$ cat src/rtl/operand_sel_pipe.sv
// Registered NUM_IN:1 operand select with valid/ready handshake and a 2-entry skid buffer.
// Out-of-range selects produce DEFAULT_VAL, raise out_err and bump a saturating error counter.
module operand_sel_pipe #(
  parameter int               WIDTH       = 32,
  parameter int               NUM_IN      = 3,
  parameter int               SEL_W       = 2,
  parameter logic [WIDTH-1:0] DEFAULT_VAL = '0,
  parameter int               CNT_W       = 8
) (
  input  logic                    clk,
  input  logic                    rst_n,
  input  logic [NUM_IN*WIDTH-1:0] in_data,
  input  logic [SEL_W-1:0]        sel,
  input  logic                    in_valid,
  output logic                    in_ready,
  input  logic                    flush,
  output logic [WIDTH-1:0]        out_data,
  output logic                    out_err,
  output logic                    out_valid,
  input  logic                    out_ready,
  output logic [CNT_W-1:0]        err_cnt
);

  typedef enum logic [1:0] {
    ST_EMPTY,
    ST_MAIN,
    ST_BOTH
  } state_t;

  state_t           state;
  state_t           state_next;

  logic             accept;
  logic             emit;
  logic             load_main_from_in;
  logic             load_main_from_skid;
  logic             load_skid;

  logic [WIDTH-1:0] sel_data;
  logic             sel_err;
  logic [WIDTH-1:0] skid_data;
  logic             skid_err;

  assign accept = in_valid & in_ready;
  assign emit   = out_valid & out_ready;

  // Any select value with no matching input falls through to DEFAULT_VAL with err set.
  always_comb begin
    sel_data = DEFAULT_VAL;
    sel_err  = 1'b1;
    for (int k = 0; k < NUM_IN; k++) begin
      if (sel == SEL_W'(k)) begin
        sel_data = in_data[k*WIDTH +: WIDTH];
        sel_err  = 1'b0;
      end
    end
  end

  always_ff @(posedge clk or negedge rst_n) begin
    if (!rst_n) begin
      state <= ST_EMPTY;
    end else begin
      state <= state_next;
    end
  end

  always_comb begin
    state_next = state;
    if (flush) begin
      state_next = ST_EMPTY;
    end else begin
      case (state)
        ST_EMPTY: begin
          if (accept) begin
            state_next = ST_MAIN;
          end
        end
        ST_MAIN: begin
          if (accept && !emit) begin
            state_next = ST_BOTH;
          end else if (!accept && emit) begin
            state_next = ST_EMPTY;
          end
        end
        ST_BOTH: begin
          if (emit) begin
            state_next = ST_MAIN;
          end
        end
        default: state_next = ST_EMPTY;
      endcase
    end
  end

  // Handshake flags decode only the state register, so in_ready never sees out_ready.
  always_comb begin
    out_valid           = (state != ST_EMPTY);
    in_ready            = (state != ST_BOTH);
    load_main_from_in   = 1'b0;
    load_main_from_skid = 1'b0;
    load_skid           = 1'b0;
    if (!flush) begin
      load_main_from_in   = accept && ((state == ST_EMPTY) || (state == ST_MAIN && emit));
      load_main_from_skid = emit && (state == ST_BOTH);
      load_skid           = accept && (state == ST_MAIN) && !emit;
    end
  end

  always_ff @(posedge clk or negedge rst_n) begin
    if (!rst_n) begin
      out_data <= '0;
      out_err  <= 1'b0;
    end else if (load_main_from_skid) begin
      out_data <= skid_data;
      out_err  <= skid_err;
    end else if (load_main_from_in) begin
      out_data <= sel_data;
      out_err  <= sel_err;
    end
  end

  always_ff @(posedge clk or negedge rst_n) begin
    if (!rst_n) begin
      skid_data <= '0;
      skid_err  <= 1'b0;
    end else if (load_skid) begin
      skid_data <= sel_data;
      skid_err  <= sel_err;
    end
  end

  // Counts every accepted bad select, even one whose item is discarded by flush.
  always_ff @(posedge clk or negedge rst_n) begin
    if (!rst_n) begin
      err_cnt <= '0;
    end else if (accept && sel_err && (err_cnt != {CNT_W{1'b1}})) begin
      err_cnt <= err_cnt + CNT_W'(1);
    end
  end

endmodule

$ cat config.mk
export PLATFORM = sky130hd
export DESIGN_NAME = operand_sel_pipe
export DESIGN_NICKNAME = d
export VERILOG_FILES = /design/src/rtl/operand_sel_pipe.sv
export SDC_FILE = /design/constraint.sdc
export NUM_CORES = 1
export LEC_CHECK = 0
export ABC_CLOCK_PERIOD_IN_PS = 1800
export BUFFER_PORTS_ARGS = -buffer_cell sky130_fd_sc_hd__buf_4
export CAP_MARGIN = 10
export CORE_AREA = 2 2 125 127
export CTS_BUF_LIST = sky130_fd_sc_hd__clkbuf_4 sky130_fd_sc_hd__clkbuf_8 sky130_fd_sc_hd__clkbuf_16
export DETAILED_ROUTE_END_ITERATION = 8
export DIE_AREA = 0 0 127 129
export PLACE_DENSITY_LB_ADDON = 0.25
export SLEW_MARGIN = 10
export SYNTH_ARGS = -nofsm -noshare
export SYNTH_HDL_FRONTEND = slang
export SYNTH_SLANG_ARGS = --single-unit
$ cat constraint.sdc
create_clock -name clk -period 1.8 [get_ports clk]
set_input_delay 0.36 -clock clk [delete_from_list [all_inputs] [get_ports clk]]
set_output_delay 0.36 -clock clk [all_outputs]
set_load 0.02 [all_outputs]
==> results.tsv <==
stage	metric	value	unit
synthesis	flops & latches, synth	76	
cts	CTS Buf Count	9	
routing	DRT Wirelength	10.6	mm
routing	# DRC	0	
synthesis	EDFF count, synth	0	
power_and_ir_drop	Clk network pwr share	32.4	%
power_and_ir_drop	maximum vdd drop	398	uV
layout	commonest non-fill, non-tap cells in the layout	buf_4, dfrtp_1, nand2_1	
routing	initial drt markers	140	
timing	Final setup viols	0	
cts	worst skew pair latency	340	ps
synthesis	Mapped Avg Cell Area	10.7	um2
layout	most common cell after layout, fill and taps aside	buf_4	
layout	# fillers	1547	
critical_path	Setup CP Type	reg2reg	
routing	DRT Pass-1 Iters	4	
critical_path	critical path startpoint category	register	
routing	routed via count	3245	
cts	clock slew at reported path FFs	60	ps
synthesis	Cell Area, Synth	3670	um2
power_and_ir_drop	sequential share of power	42.4	%
flow_run	max-cap violations	0	
synthesis	synthesis warning total	0	
place	hpwl dp	7.44	mm
critical_path	WP data required	2030	ps
layout	P&R area growth vs syn	47.0	%
global_route	initial antenna violation count	0	
cts	clk root buf	clkbuf_16	
critical_path	r2r setup slk	90	ps
timing	Pins Over Slew Limit	0	
synthesis	Synth Instances	345	
timing	Max transition margin	42.6	%
timing	Fin. Hold Viols	0	
power_and_ir_drop	Tot Pwr	5.46	mW
global_route	first-pass GRT wire length	16.9	mm
die	Core Region	15000	um2
global_route	overall routing resource usage	13.3	%
routing	ANT nets after route	0	
hold_path	worst min path class	in2reg	
timing	crit share post-route	94.9	%
timing	Achievable Freq	586	MHz
timing	Worst-Margin Slew	859	ps
die	Top-Level Pins	146	
timing	RSZ-0062 raised after global routing	no	
synthesis	ys flop type	dfrtp_1	
routing	Routed wire per std cell	15.5	um
critical_path	Worst Path Max Fanout	4	
global_route	vias in the first global route	3210	
synthesis	FFs w/ async S/R, synth	100	%
critical_path	Critical Path Sink Type	register	
place	Placer Congestion	0.736	
status	status	completed	
place	number of port buffers	145	
global_route	largest net degree at the start of global routing	67	
power_and_ir_drop	NetSw	1.59	mW
die	die area	16400	um2
power_and_ir_drop	P_int	3.87	mW
timing	worst setup margin	92.4	ps
die	Std-Cell Rows	45	
synthesis	number of library cell types mapped by synthesis	31	
synthesis	sequential share of the synthesized area	51.8	%
power_and_ir_drop	Power Dens Cells	1010	nW/um2
layout	share of cells above drive strength 1	37.7	%
power_and_ir_drop	Leak	2.67	nW
power_and_ir_drop	logic gate share of total power	25.3	%
critical_path	worst path arrival time	1930	ps
synthesis	Post-Syn Nets	449	
cts	Num Clock Sinks	76	
global_route	total global routing overflow	0	
layout	n_diodes	0	
layout	fin util	36.1	%
cts	CTS H-Tree Depth	3	
power_and_ir_drop	Sw Share	29.2	%
timing	worst-case clock skew	6.93	ps
layout	post-route design area	5400	um2
cts	CTS tree	done	
timing	shortest period the worst path allows	1710	ps
layout	nets@finish	595	
die	Die X	127	um
place	Placed Area	5080	um2
die	Initial Util	24.5	%
routing	drt via density	4.74	
place	setup slack at placement	-47.0	ps
die	Die H	129	um
cts	largest buffer count on any clock path	2	
## logic make-up (layout without fill, tap and decap cells)
logic type                 Yosys count  after routing  share of synthesized area (%)
AOI/OAI and AO/OA                  101            101                           21.8
muxes                               33             33                           9.02
and+or+nand+nor                     95             95                           11.6
buffers and inverters               31            182                           3.61
adders and majority gates            1              1                          0.340
xor gates and xnor gates             8              8                           1.91
DFF                                 76             76                           51.8
## sequential cells by signal (all words and copies together) (netlist names)
| signal | cells |
|---|---|
| err_cnt | 8 |
| out_data | 32 |
| state | 2 |
| out_err | 1 |
| skid_data | 32 |
| skid_err | 1 |
## synthesized netlist by cell type (all sizes together) (2+ instances only)
library cell  number  area [um2]
a2bb2oi           33         289
nor2              35         134
xor2               3        26.3
nand3              3        15.0
clkbuf            16        60.1
and3               3        18.8
dfrtp             76        1900
nand2             37         139
xnor2              5        43.8
nand4              2        12.5
inv                2        7.50
o21ai             33         165
mux2i             32         320
nand2b             2        12.5
a221o             32         320
buf               13        65.1
nor2b              4        25.0
nor3               3        15.0
## metrics by stage
step                      hold slack, ps  setup TNS [ps]  instances
final                                217               0        684
after global routing                 216               0        684
after CTS                            203               0        683
after detailed placement             204            -953        666
after global placement               207               0        666
after floorplan                     64.4               0        345
## critical path, stage by stage, from the launching register on
cell and delay [ps]:
dfrtp_1 410, ha_1 240, and3_1 220, a211oi_4 250, buf_4 160, mux2_2 320
## power groups by stage
stage                     sequential [mW]  combinational (mW)  clock [mW]
after CTS                            2.32                1.40        1.83
after global placement               2.33                1.37           0
after global routing                 2.36                1.52        1.90
after floorplan                      2.50               0.529           0
after detailed placement             2.34                1.40           0
final                                2.31                1.38        1.77
## metal layers
metal	global-route usage (%)	wire length, um	vias up
met2	21.9	5180	99
met5	0	0	-
li1	-	-	1568
met1	16.5	4580	1565
met4	5.82	199	0
met3	3.49	620	13
## final timing paths
check,startpoint,end,depth (start not counted)
worst min-delay path,out_ready,state[1]$_DFFE_PN0P_,2
min in group asynchronous,rst_n,err_cnt[7]$_DFFE_PN0P_,2
worst max register to register,err_cnt[0]$_DFFE_PN0P_,err_cnt[1]$_DFFE_PN0P_,5
max in group asynchronous,rst_n,out_data[16]$_DFFE_PN0P_,3
worst max-delay path,err_cnt[0]$_DFFE_PN0P_,err_cnt[1]$_DFFE_PN0P_,5
worst min register to register,skid_data[26]$_DFFE_PN0P_,skid_data[26]$_DFFE_PN0P_,2
## timing repair
item                       CTS  global route
setup endpoints to repair    0             2
hold buffers                 1             0
gates resized for setup      0             1
buffers inserted             0             1
hold endpoints to repair     9             0
## final cells by class
class | count | area (um2) | area share, %
clock inverters | 1 | 5.00 | 0.0927
repair buffers | 164 | 1300 | 24.0
flip-flops and latches | 76 | 1900 | 35.2
clock buffers | 15 | 289 | 5.35
inverters | 2 | 7.51 | 0.139
well taps | 188 | 235 | 4.36
multi-input cells | 238 | 1670 | 30.8
Power figures use the tool's default switching activity.
